### src/rtl/rggen_register_array_file.sv
// Register array: ARRAY_SIZE entries of ENTRY_BYTE_WIDTH bytes behind a valid/ready bus.
// Multi-word entries are written through a write buffer and read through a snapshot.
module rggen_register_array_file #(
  parameter int                              ADDRESS_WIDTH    = 8,
  parameter int                              BUS_WIDTH        = 32,
  parameter int                              BYTE_OFFSET      = 'h30,
  parameter int                              ENTRY_BYTE_WIDTH = 8,
  parameter int                              ARRAY_SIZE       = 4,
  parameter logic [ENTRY_BYTE_WIDTH*8-1:0]   WRITE_MASK       = '1,
  parameter logic [ENTRY_BYTE_WIDTH*8-1:0]   INITIAL_VALUE    = '0,
  parameter bit                              ATOMIC           = 1'b1
) (
  input  logic                                   i_clk,
  input  logic                                   i_rst_n,
  input  logic                                   i_req_valid,
  output logic                                   o_req_ready,
  input  logic                                   i_req_write,
  input  logic [ADDRESS_WIDTH-1:0]               i_req_address,
  input  logic [BUS_WIDTH-1:0]                   i_req_wdata,
  input  logic [BUS_WIDTH/8-1:0]                 i_req_strobe,
  output logic                                   o_rsp_valid,
  input  logic                                   i_rsp_ready,
  output logic [1:0]                             o_rsp_status,
  output logic [BUS_WIDTH-1:0]                   o_rsp_rdata,
  output logic [ARRAY_SIZE*ENTRY_BYTE_WIDTH*8-1:0] o_value
);

  localparam int BUS_BYTES  = BUS_WIDTH / 8;
  localparam int ENTRY_BITS = ENTRY_BYTE_WIDTH * 8;
  localparam int WORDS      = ENTRY_BITS / BUS_WIDTH;
  localparam int WORD_W     = (WORDS > 1) ? $clog2(WORDS) : 1;
  localparam int IDX_W      = (ARRAY_SIZE > 1) ? $clog2(ARRAY_SIZE) : 1;
  localparam bit USE_ATOMIC = ATOMIC && (WORDS > 1);

  localparam logic [1:0] STATUS_OKAY   = 2'b00;
  localparam logic [1:0] STATUS_SLVERR = 2'b10;

  typedef enum logic {
    IDLE,
    RESPOND
  } state_e;

  state_e state_q, state_d;

  logic [ARRAY_SIZE-1:0][ENTRY_BITS-1:0] value_q;
  logic [ENTRY_BITS-1:0]                 wbuf_q;
  logic [IDX_W-1:0]                      wbuf_idx_q;
  logic                                  wbuf_valid_q;
  logic [ENTRY_BITS-1:0]                 snap_q;
  logic [IDX_W-1:0]                      snap_idx_q;
  logic                                  snap_valid_q;
  logic [1:0]                            status_q;
  logic [BUS_WIDTH-1:0]                  rdata_q;

  logic                  accept;
  logic [31:0]           addr_ext;
  logic [31:0]           offset;
  logic                  hit;
  logic [IDX_W-1:0]      idx;
  logic [WORD_W-1:0]     word;
  logic                  is_commit;
  logic                  buf_hit;
  logic                  snap_hit;
  logic [ENTRY_BITS-1:0] write_mask;
  logic [ENTRY_BITS-1:0] live_entry;
  logic [ENTRY_BITS-1:0] base_entry;
  logic [ENTRY_BITS-1:0] new_entry;
  logic [BUS_WIDTH-1:0]  mask_word;
  logic [BUS_WIDTH-1:0]  bit_en;
  logic [BUS_WIDTH-1:0]  base_word;
  logic [BUS_WIDTH-1:0]  live_word;
  logic [BUS_WIDTH-1:0]  snap_word;
  logic [BUS_WIDTH-1:0]  read_word;

  assign write_mask   = WRITE_MASK;
  assign o_value      = value_q;
  assign o_rsp_status = status_q;
  assign o_rsp_rdata  = rdata_q;
  assign accept       = i_req_valid && o_req_ready;

  always_ff @(posedge i_clk or negedge i_rst_n) begin
    if (!i_rst_n) begin
      state_q <= IDLE;
    end else begin
      state_q <= state_d;
    end
  end

  always_comb begin
    state_d     = state_q;
    o_req_ready = 1'b0;
    o_rsp_valid = 1'b0;
    case (state_q)
      IDLE: begin
        o_req_ready = 1'b1;
        if (i_req_valid) state_d = RESPOND;
      end
      RESPOND: begin
        o_rsp_valid = 1'b1;
        if (i_rsp_ready) state_d = IDLE;
      end
    endcase
  end

  always_comb begin
    addr_ext  = 32'(i_req_address) & ~32'(BUS_BYTES - 1);
    hit       = (addr_ext >= 32'(BYTE_OFFSET)) &&
                (addr_ext <  32'(BYTE_OFFSET + ARRAY_SIZE * ENTRY_BYTE_WIDTH));
    offset    = addr_ext - 32'(BYTE_OFFSET);
    idx       = IDX_W'(offset / 32'(ENTRY_BYTE_WIDTH));
    word      = WORD_W'((offset % 32'(ENTRY_BYTE_WIDTH)) / 32'(BUS_BYTES));
    is_commit = !USE_ATOMIC || (word == WORD_W'(WORDS - 1));
  end

  // The buffer starts as a copy of the live entry, so a commit can write the whole
  // buffer image; the live entry cannot change while the buffer is valid.
  always_comb begin
    live_entry = value_q[idx];
    buf_hit    = wbuf_valid_q && (wbuf_idx_q == idx);
    snap_hit   = snap_valid_q && (snap_idx_q == idx);
    base_entry = (USE_ATOMIC && buf_hit) ? wbuf_q : live_entry;
    mask_word  = write_mask[word*BUS_WIDTH +: BUS_WIDTH];
    bit_en     = '0;
    for (int unsigned b = 0; b < BUS_BYTES; b++) begin
      bit_en[b*8 +: 8] = {8{i_req_strobe[b]}};
    end
    bit_en     = bit_en & mask_word;
    base_word  = base_entry[word*BUS_WIDTH +: BUS_WIDTH];
    new_entry  = base_entry;
    new_entry[word*BUS_WIDTH +: BUS_WIDTH] = (base_word & ~bit_en) | (i_req_wdata & bit_en);
    live_word  = live_entry[word*BUS_WIDTH +: BUS_WIDTH];
    snap_word  = snap_q[word*BUS_WIDTH +: BUS_WIDTH];
    read_word  = (USE_ATOMIC && (word != '0) && snap_hit) ? snap_word : live_word;
  end

  always_ff @(posedge i_clk or negedge i_rst_n) begin
    if (!i_rst_n) begin
      value_q      <= {ARRAY_SIZE{INITIAL_VALUE}};
      wbuf_q       <= '0;
      wbuf_idx_q   <= '0;
      wbuf_valid_q <= 1'b0;
      snap_q       <= '0;
      snap_idx_q   <= '0;
      snap_valid_q <= 1'b0;
      status_q     <= STATUS_OKAY;
      rdata_q      <= '0;
    end else if (accept) begin
      if (!hit) begin
        status_q <= STATUS_SLVERR;
        rdata_q  <= '0;
      end else if (i_req_write) begin
        status_q <= STATUS_OKAY;
        rdata_q  <= '0;
        if (is_commit) begin
          value_q[idx] <= new_entry;
          wbuf_valid_q <= 1'b0;
          if (snap_hit) snap_valid_q <= 1'b0;
        end else begin
          wbuf_q       <= new_entry;
          wbuf_idx_q   <= idx;
          wbuf_valid_q <= 1'b1;
        end
      end else begin
        status_q <= STATUS_OKAY;
        rdata_q  <= read_word;
        if (USE_ATOMIC && (word == '0)) begin
          snap_q       <= live_entry;
          snap_idx_q   <= idx;
          snap_valid_q <= 1'b1;
        end
      end
    end
  end

endmodule

### config.mk
export PLATFORM = sky130hd
export DESIGN_NAME = rggen_register_array_file
export DESIGN_NICKNAME = d
export VERILOG_FILES = /design/src/rtl/rggen_register_array_file.sv
export SDC_FILE = /design/constraint.sdc
export NUM_CORES = 1
export LEC_CHECK = 0
export BUFFER_PORTS_ARGS = -buffer_cell sky130_fd_sc_hd__buf_2
export CAP_MARGIN = 20
export CORE_MARGIN = 4
export CORE_UTILIZATION = 60
export CTS_CLUSTER_SIZE = 30
export DETAILED_ROUTE_END_ITERATION = 6
export GPL_ROUTABILITY_DRIVEN = 0
export HOLD_SLACK_MARGIN = 0.02
export PLACE_DENSITY = 0.85
export REMOVE_ABC_BUFFERS = 1
export SLEW_MARGIN = 20
export SYNTH_ARGS = -nofsm -noshare
export SYNTH_HDL_FRONTEND = slang
export SYNTH_SLANG_ARGS = --single-unit
export TNS_END_PERCENT = 20
### constraint.sdc
create_clock -name i_clk -period 5.1 [get_ports i_clk]
set_clock_uncertainty 0.1 [all_clocks]
set_input_delay 0.765 -clock i_clk [delete_from_list [all_inputs] [get_ports i_clk]]
set_output_delay 0.765 -clock i_clk [all_outputs]
set_load 0.005 [all_outputs]
After elaboration in Yosys (flattened, before gate mapping)

Index checks and enable logic that the tools add are counted.

$lt $le $gt $ge: 4
Equality and inequality tests: 5
Shift operators: 6
Add/sub/neg operators: 2
Muxes and demuxes: 21
Bitwise gates (word level): 8
Reductions and logical operators: 11

Operator list:

| kind                       | number |
|---|---|
| $bwmux W256                | 1 |
| $mux W64                   | 3 |
| $shiftx A64 B7 Y32         | 3 |
| $bmux W64 S2               | 1 |
| $demux W64 S2              | 1 |
| $and A32 B32 Y32           | 3 |
| $mux W32                   | 3 |
| $bwmux W64                 | 1 |
| $shift A32 B34 Y64 const A | 1 |
| $shiftx A32 B34 Y64        | 1 |
| $shiftx A64 B7 Y32 const A | 1 |
| $neg A6 Y34                | 1 |
| $not A32 Y32               | 1 |
| $or A32 B32 Y32            | 1 |
| $reduce_and A4 Y1          | 3 |
| $mux W1                    | 9 |
| $ge A8 B6 Y1 const B       | 1 |
| $lt A8 B7 Y1 const B       | 1 |
| $logic_and A1 B1 Y1        | 6 |
| $reduce_and A5 Y1          | 1 |
| $sub A5 B5 Y5 const B      | 1 |
| $eq A2 B2 Y1               | 2 |
| $ne A2 B1 Y1 const B       | 2 |
| $lt A2 B3 Y1 const B       | 1 |
| 6 further kinds            | 8 |

Output and inout port bits: 292
Bits in registers: 425
Input bits: 49
Logic and storage cells: 70

Depth between registers and ports, before layout

Gate-level depths: netlist of run 1.

Depth after elaboration: 10
Depth in mapped cells: 8
Mapped depth without buffers: 4

Worst setup path after synthesis of run 1

Ideal clock, no wire load.

Kind: input port to flip-flop
Start: input port i_req_address[3]
End: register value_q, in the netlist o_value[222]
Stages: 7
Required time: 4.875 ns
Arrival: 2.424 ns
Slack: 2.451 ns
Path through: buf_2 -> buf_6 -> buf_2 -> mux4_2 -> o31ai_1 -> o211ai_1 -> mux2_2

Word-level cells in the longest chain between the ends: 10

RTL lines:

| item                                                                  | line     | source |
|---|---|---|
| start, declared                                                       | 18       | `input logic [ADDRESS_WIDTH-1:0] i_req_address,` |
| $sub A5 B5 Y5                                                         | 109      | `offset = addr_ext - 32'(BYTE_OFFSET);` |
| $bmux W64 S2 or $eq A2 B2 Y1 (tied branches)                          | 118, 119 |  |
| $mux W64 (not written as such) or $logic_and A1 B1 Y1 (tied branches) | 118, 119 |  |
| $mux W64                                                              | 121      | `base_entry = (USE_ATOMIC && buf_hit) ? wbuf_q : live_entry;` |
| $shiftx A64 B7 Y32                                                    | 128      | `base_word = base_entry[word*BUS_WIDTH +: BUS_WIDTH];` |
| $and A32 B32 Y32                                                      | 130      | `new_entry[word*BUS_WIDTH +: BUS_WIDTH] = (base_word & ~bit_en) \| (i_req_wdata & bit_en);` |
| $or A32 B32 Y32                                                       | 130      |  |
| $shiftx A32 B34 Y64                                                   | 130      |  |
| $bwmux W64                                                            | 130      |  |
| $bwmux W256                                                           | 155      | `value_q[idx] <= new_entry;` |
| end signal, assigned                                                  | 138      | `value_q <= {ARRAY_SIZE{INITIAL_VALUE}};` |
| end signal, assigned by index                                         | 155      |  |
| end, declared                                                         | 45       | `logic [ARRAY_SIZE-1:0][ENTRY_BITS-1:0] value_q;` |

Several ways; a longest one is shown, not always the timed one. The select of a mux whose other input is x is not followed.
A chain may end at the register's enable or synchronous reset.

Worst setup path after layout of run 1

Start: input port i_req_address[4]
End: register value_q, in the netlist o_value[246]

Same word-level chain as after synthesis.

==> results.json, run 1 <==
{
  "outcome": "completed",
  "tightest_slew_ns": 1.022,
  "synth_adder_area_share_pct": 0,
  "synth_top_area_cell": "dfrtp_1",
  "synth-xor-area-share_pct": 0.3677,
  "fin_crit_sh_pct": 62.86,
  "r2r-end": "o_rsp_rdata[10]",
  "synthMuxAreaShare_pct": 22.59,
  "numClockSinks": 392,
  "cts_tree": "built",
  "rsz0062_at_grt": "no",
  "grt_pass1_vias": 15630,
  "synth_edf_count": 0,
  "wire_per_inst_um": 25.66,
  "combPwrFrac_pct": 15.1,
  "ctsResizeCount": 0,
  "fin_ws_ns": 1.894,
  "synthTopCellsByArea": "dfrtp_1 53%, mux2_2 12%, mux4_2 7.8%",
  "avgSynthCellArea_um2": 11.99,
  "p_int_uw": 5625,
  "relSlewSlack_pct": 31.81,
  "grt_start_max_net_pins": 137,
  "start_util_pct": 61.35,
  "die_w_um": 183.0,
  "nets": 1870,
  "r2r_cells": 5,
  "syn2layout_area_growth_pct": 18.81,
  "p_seq_share_pct": 45.4,
  "critPathKind": "in -> reg",
  "place_hpwl_um": 36740,
  "synth_cell_type_count": 52,
  "async_flop_share_pct": 100.0,
  "p_sw_share_pct": 28.13,
  "hold_path.class": "in -> async",
  "period_needed_ns": 3.206,
  "drtIter0Drc": 1428,
  "ys_ff_latch": 392,
  "critPathCaptureType": "flop",
  "via_per_inst": 6.684,
  "setup_viol": 0,
  "fp.dieArea_um2": 33490,
  "clkPwrFrac_pct": 39.5,
  "power_switching_uw": 2201,
  "drc": 0,
  "finalHoldViolCount": 0,
  "synth-compound-area-share_pct": 12.00,
  "firstDrtPassIters": 6,
  "fillers": 1992,
  "postCtsSetupBuffers": 0,
  "synth_common_cells": "392 x dfrtp_1, 190 x mux2_2, 181 x nor2_1",
  "io_pins": 341,
  "holdBufCountCts": 0,
  "netlist.area_leader.share_pct": 53.38,
  "ant_nets": 0,
  "drv_slew": 0,
  "ir_worst_vdd_uv": 240.2,
  "clockBufferDepth": 3,
  "cap_viol_max_count": 0,
  "antenna_found_initial": 3,
  "syn_area_um2": 18380,
  "grt_usage_pct": 33.95,
  "gr-total-overflow": 0,
  "drive_above_1_share_pct": 38.57,
  "yosys.cell_count.top_type": "dfrtp_1",
  "synth_simple_gate_area_share_pct": 8.211,
  "synth_ff_type": "dfrtp_1",
  "wl_um": 57620,
  "seq_area_frac_synth_pct": 53.38,
  "reg2reg_from": "state_q",
  "cts_root_buffer": "clkbuf_16",
  "cts_made_buffers": 42,
  "place_ws_ns": 1.452,
  "num_rows": 63,
  "fin_util_pct": 72.89,
  "yosysWarningCount": 0,
  "clk_pin_slew_ns": 0.06,
  "power_leakage_uw": 0.01083,
  "rrSetupSlack_ns": 2.06,
  "clock_latency_ns": 0.53,
  "hold_ws_ns": 0.1294,
  "grt_pass1_wl_um": 89420,
  "required_ns": 5.40,
  "port-buffer-count": 337,
  "die_y_um": 183.0,
  "routed-via-count": 15010,
  "synth_top_family_by_area": "multiplexers",
  "crit_fanout": 39,
  "power_density_nw_per_um2": 358.4,
  "synthCells": 1533,
  "timing.fmax_mhz": 312.0,
  "core-area_um2": 29950,
  "cp-start-kind": "primary input",
  "critPathArrivalTime_ns": 3.51,
  "cts-htree-levels": 2
}
-- power groups by stage --
stage,logic [uW],registers [uW],clock network (uW)
6_report,1180,3550,3090
5_1_grt,1270,3570,3260
2_1_floorplan,586,3570,0
3_3_place_gp,1120,3570,0
4_1_cts,1170,3540,3120
3_5_place_dp,1160,3590,0
-- worst max-delay path, stage by stage --
cell	delay (ns)
buf_4	0.28
nor3b_2	0.90
and4_4	0.80
buf_12	0.32
mux2_2	0.37
-- stage by stage --
stage | TNS, ns | instances | area [um^2] | power, uW
6_report | 0 | 2246 | 21830 | 7826
5_1_grt | 0 | 2244 | 21830 | 8102
4_1_cts | 0 | 2244 | 21830 | 7828
3_5_place_dp | 0 | 2167 | 20420 | 4752
3_3_place_gp | 0 | 2167 | 20420 | 4693
2_1_floorplan | -358.42 | 1407 | 17800 | 4157
-- metal layers --
metal / part of all wire (%) / GRT usage (%) / vias to the layer above / wire, um
met5: 0.036 / 0 / - / 21
met4: 3.7 / 13.83 / 4 / 2158
met3: 10 / 7.814 / 195 / 5790
met2: 48 / 54.87 / 970 / 27640
met1: 38 / 45.09 / 7572 / 22020
li1: - / - / 6271 / -
-- registers in the layout, summed over array words and instances, names as in the netlist, 2 cells and up --
signal and flops:
o_value 256, wbuf_q 64, o_rsp_rdata 32, snap_q 32, wbuf_idx_q 2, snap_idx_q 2
-- logic make-up after synthesis --
kind of cell,after synthesis
simple gates,358
flops,392
mux,311
buf+inv,140
xor+xnor,6
other cells,1
compound gates,325
-- worst max path at each step --
| stage | from | to | slack, ns | cells after the start |
|---|---|---|---|---|
| final | i_req_address[4] | o_value[246] | 1.89 | 5 |
| after global routing | i_req_address[4] | o_value[234] | 1.84 | 5 |
| after CTS | i_req_address[4] | o_value[246] | 1.99 | 5 |
| after detailed placement | i_req_address[4] | o_value[227] | 1.45 | 5 |
| after global placement | i_req_address[4] | o_value[227] | 1.49 | 5 |
| after floorplan | i_req_valid | o_value[158] | -5.63 | 3 |
-- layout make-up --
cell class	instances	area, um^2	share of cell area, %
antenna	2	5.005	0.02292
inverter	14	52.55	0.2407
clock inverter	15	132.6	0.6075
multi-input combinational	1001	8049	36.87
clock buffer	62	1280	5.862
sequential	392	9811	44.93
tap	390	488.0	2.235
timing repair buffer	370	2016	9.232
-- cell usage in the layout (no fill, tap or decap), drive strengths merged, types with 2 or more instances in the layout --
master / n
a211oi: 6
a21boi: 4
a21oi: 123
a31oi: 34
a41o: 2
a41oi: 30
and2: 4
and4: 2
buf: 370
bufinv: 2
clkbuf: 62
clkinv: 12
dfrtp: 392
diode: 2
inv: 15
mux2: 190
mux2i: 57
mux4: 64
nand2: 94
nand3: 5
nand3b: 2
nand4: 2
nand4b: 2
nor2: 181
nor3: 58
o2111ai: 8
o211ai: 33
o21ai: 5
o221ai: 4
o31a: 5
o31ai: 39
o32ai: 28
xnor2: 3
xor2: 3
(Power assumes the default switching activity.)
==> run 2, diff against run 1 <==
Settings changed: ABC_AREA from default to 1, CORE_UTILIZATION 60 to 51, PLACE_DENSITY 0.85 to 0.76.
Clock period 5.1 ns to 2.9 ns, I/O delays scaled along.
==> run 2 against run 1 <==
- sequential share of layout area shrank 4.0 points
- non-clock buffer count grew 42
- worst setup slack lost 1.3 ns
- sequential power grew 79%
- cell area grew 9.7%
- utilization shrank 11 points
- register-to-register slack lost 1.5 ns
- flip-flop and latch count is the same
- die area grew 28%
- count of clock-buffer cells in the layout grew 4
- synthesized cell count grew 85%
==> results.json, run 2 <==
{
  "synthCells": 2829,
  "rrSetupSlack_ns": 0.60,
  "postCtsSetupBuffers": 0,
  "place_ws_ns": 0.3171,
  "nets": 3137,
  "clockBufferDepth": 3,
  "clk_pin_slew_ns": 0.06,
  "drc": 0,
  "routed-via-count": 21360,
  "finalHoldViolCount": 0,
  "crit_fanout": 78,
  "clock_latency_ns": 0.56,
  "yosys.cell_count.top_type": "nand2_1",
  "gr-total-overflow": 0,
  "r2r-end": "o_value[12]",
  "critPathArrivalTime_ns": 2.69,
  "grt_pass1_wl_um": 117400,
  "cp-start-kind": "flop",
  "critPathKind": "reg -> reg",
  "timing.fmax_mhz": 435.0,
  "grt-busiest-layer": "met2",
  "via_per_inst": 5.876,
  "start_util_pct": 51.96,
  "numClockSinks": 392,
  "outcome": "completed",
  "num_rows": 72,
  "power_density_nw_per_um2": 584.2,
  "place_hpwl_um": 47670,
  "period_needed_ns": 2.299,
  "fin_setup_tns_ns": 0,
  "cpLargestDelayFamily": "buffers and inverters",
  "wire_per_inst_um": 20.92,
  "grt_start_max_net_pins": 84,
  "cts_tree": "built",
  "synthTopCellsByArea": "dfrtp_1 49%, nand2_1 27%, nand3_1 9.0%",
  "layout_common_cells": "1434 x nand2_1, 392 x dfrtp_1, 361 x nand3_1",
  "synth_ff_type": "dfrtp_1",
  "p_sw_share_pct": 30.02,
  "grt_usage_pct": 34.17,
  "cp.buffers_inverters": 3,
  "cp_slowest_cell": "buf_4",
  "cts_root_buffer": "clkbuf_16",
  "drtIter0Drc": 2291,
  "final_common_cell": "nand2_1",
  "syn_area_um2": 20220,
  "use_met3_pct": 6.793,
  "critPathCaptureType": "flop",
  "fin_ws_ns": 0.6009,
  "startpoint": "state_q",
  "wl_um": 76040,
  "ant_nets": 0,
  "required_ns": 3.29,
  "rsz0062_at_grt": "no",
  "netlist.area_leader.share_pct": 48.51,
  "relSlewSlack_pct": 43.80,
  "combPwrFrac_pct": 16.9,
  "hold_path.class": "in -> reg",
  "syn2layout_area_growth_pct": 18.40,
  "synth_top_area_cell": "dfrtp_1",
  "power_leakage_uw": 0.01406,
  "largest_reg_flops": 256,
  "die_y_um": 207.1,
  "drv_slew": 0,
  "ys_ff_latch": 392,
  "cts_made_buffers": 43,
  "grt_pass1_vias": 20460,
  "p_seq_share_pct": 45.6,
  "cts-htree-levels": 2,
  "met2_usage_pct": 52.97,
  "reg2reg_from": "state_q",
  "tightest_slew_ns": 0.8431,
  "path_depth": 8,
  "avgSynthCellArea_um2": 7.149,
  "endpoint": "o_value[12]",
  "fin_crit_sh_pct": 79.28,
  "clkPwrFrac_pct": 37.6,
  "p_int_uw": 9789,
  "ctsResizeCount": 0,
  "die_w_um": 207.1,
  "setup_viol": 0,
  "async_flop_share_pct": 100.0,
  "fp.dieArea_um2": 42900,
  "cpMostUsedCell": "inv_1",
  "path_cells": "inv_1, nand2_2, inv_1, nand3_2, nor2_4, buf_4, nand4_1, nand2_1",
  "synth_common_cells": "1438 x nand2_1, 392 x dfrtp_1, 362 x nand3_1",
  "drive_above_1_share_pct": 16.09,
  "ir_worst_vdd_uv": 353.2,
  "io_pins": 341,
  "seq_area_frac_synth_pct": 48.51,
  "use_met1_pct": 45.85,
  "slowest_delay_ns": 0.68,
  "synth_edf_count": 0,
  "yosysWarningCount": 0,
  "synth_cell_type_count": 31,
  "firstDrtPassIters": 6,
  "r2r_cells": 8,
  "antenna_found_initial": 3,
  "power_switching_uw": 4200,
  "core-area_um2": 38920,
  "port-buffer-count": 337,
  "cap_viol_max_count": 0
}
-- run 2: changes by cell type in the layout (fill, tap and decap cells not counted), moves of 56 or more --
cell	change
nand2_1	+1341
nand3_1	+357
mux2_2	-190
nor2_1	-161
nand4_1	+130
o21ai_0	+92
mux4_2	-64
a21oi_1	-63
inv_1	+59
mux2i_1	-57
nor3_1	-56
-- run 2: logic make-up after synthesis --
group           after synthesis  share of synthesized area (%)
flops                       392                          48.51
compound gates              185                          4.900
xor+xnor                      2                        0.08663
other cells                   1                        0.01854
buf+inv                     282                          5.847
simple gates               1967                          40.64
-- run 2: routing by layer --
| metal | wire [um] | up-vias |
|---|---|---|
| met5 | 0 | - |
| met4 | 3829 | 0 |
| met3 | 8392 | 257 |
| met2 | 34480 | 1378 |
| met1 | 29340 | 10040 |
| li1 | - | 9686 |
-- run 2: area by class of cell --
| type | instances | area, um^2 |
|---|---|---|
| Fill cell | 3557 | 14970 |
| Tap cell | 518 | 648.1 |
| Sequential cell | 392 | 9809 |
| Clock buffer | 66 | 1285 |
| Multi-Input combinational cell | 2155 | 9309 |
| Clock inverter | 5 | 25.02 |
| Antenna cell | 3 | 7.507 |
| Timing Repair Buffer | 412 | 2539 |
| Inverter | 84 | 321.6 |
-- run 2: how the worst min path moves through the flow --
stage / from / to / slack, ns / depth (start not counted)
3_3_place_gp: wbuf_q[61] / wbuf_q[61] / 0.36 / 2
6_report: i_req_wdata[7] / wbuf_q[7] / 0.13 / 5
2_1_floorplan: i_rst_n / o_rsp_rdata[0] / 0.04 / 0
3_5_place_dp: wbuf_q[53] / wbuf_q[53] / 0.37 / 2
4_1_cts: i_req_wdata[7] / wbuf_q[7] / 0.11 / 5
5_1_grt: i_req_address[4] / wbuf_idx_q[1] / 0.15 / 2
-- run 2: through the flow --
stage	hold slack, ns	cells	total power [uW]	utilization (%)	instance area (um^2)
2_1_floorplan	0.03941	2631	7599	-	19360
3_3_place_gp	0.3573	3559	8676	58.09	22610
3_5_place_dp	0.3657	3559	8761	58.09	22610
4_1_cts	0.1097	3632	13970	61.51	23940
5_1_grt	0.1462	3635	14540	61.53	23940
6_report	0.1319	3635	13990	61.53	23940
-- run 2: power groups by stage --
stage / registers [uW] / clock network (uW) / logic, uW
after floorplan: 6390 / 0 / 1210
after global placement: 6430 / 0 / 2250
after detailed placement: 6450 / 0 / 2310
after CTS: 6360 / 5280 / 2330
after global routing: 6430 / 5500 / 2610
final: 6370 / 5250 / 2360
-- run 2: timing repair --
| item | in CTS | in global routing |
|---|---|---|
| hold buffers | 2 | 0 |
| hold endpoints to repair | 73 | 0 |
| endpoints found under the setup margin | 0 | 0 |
-- run 2: worst reg2reg max path, delay by kind of cell (launching register included) --
family / cells / cell delay [ns]
buffers and inverters: 3 / 0.90
DFF: 1 / 0.38
and+or+nand+nor: 5 / 0.86
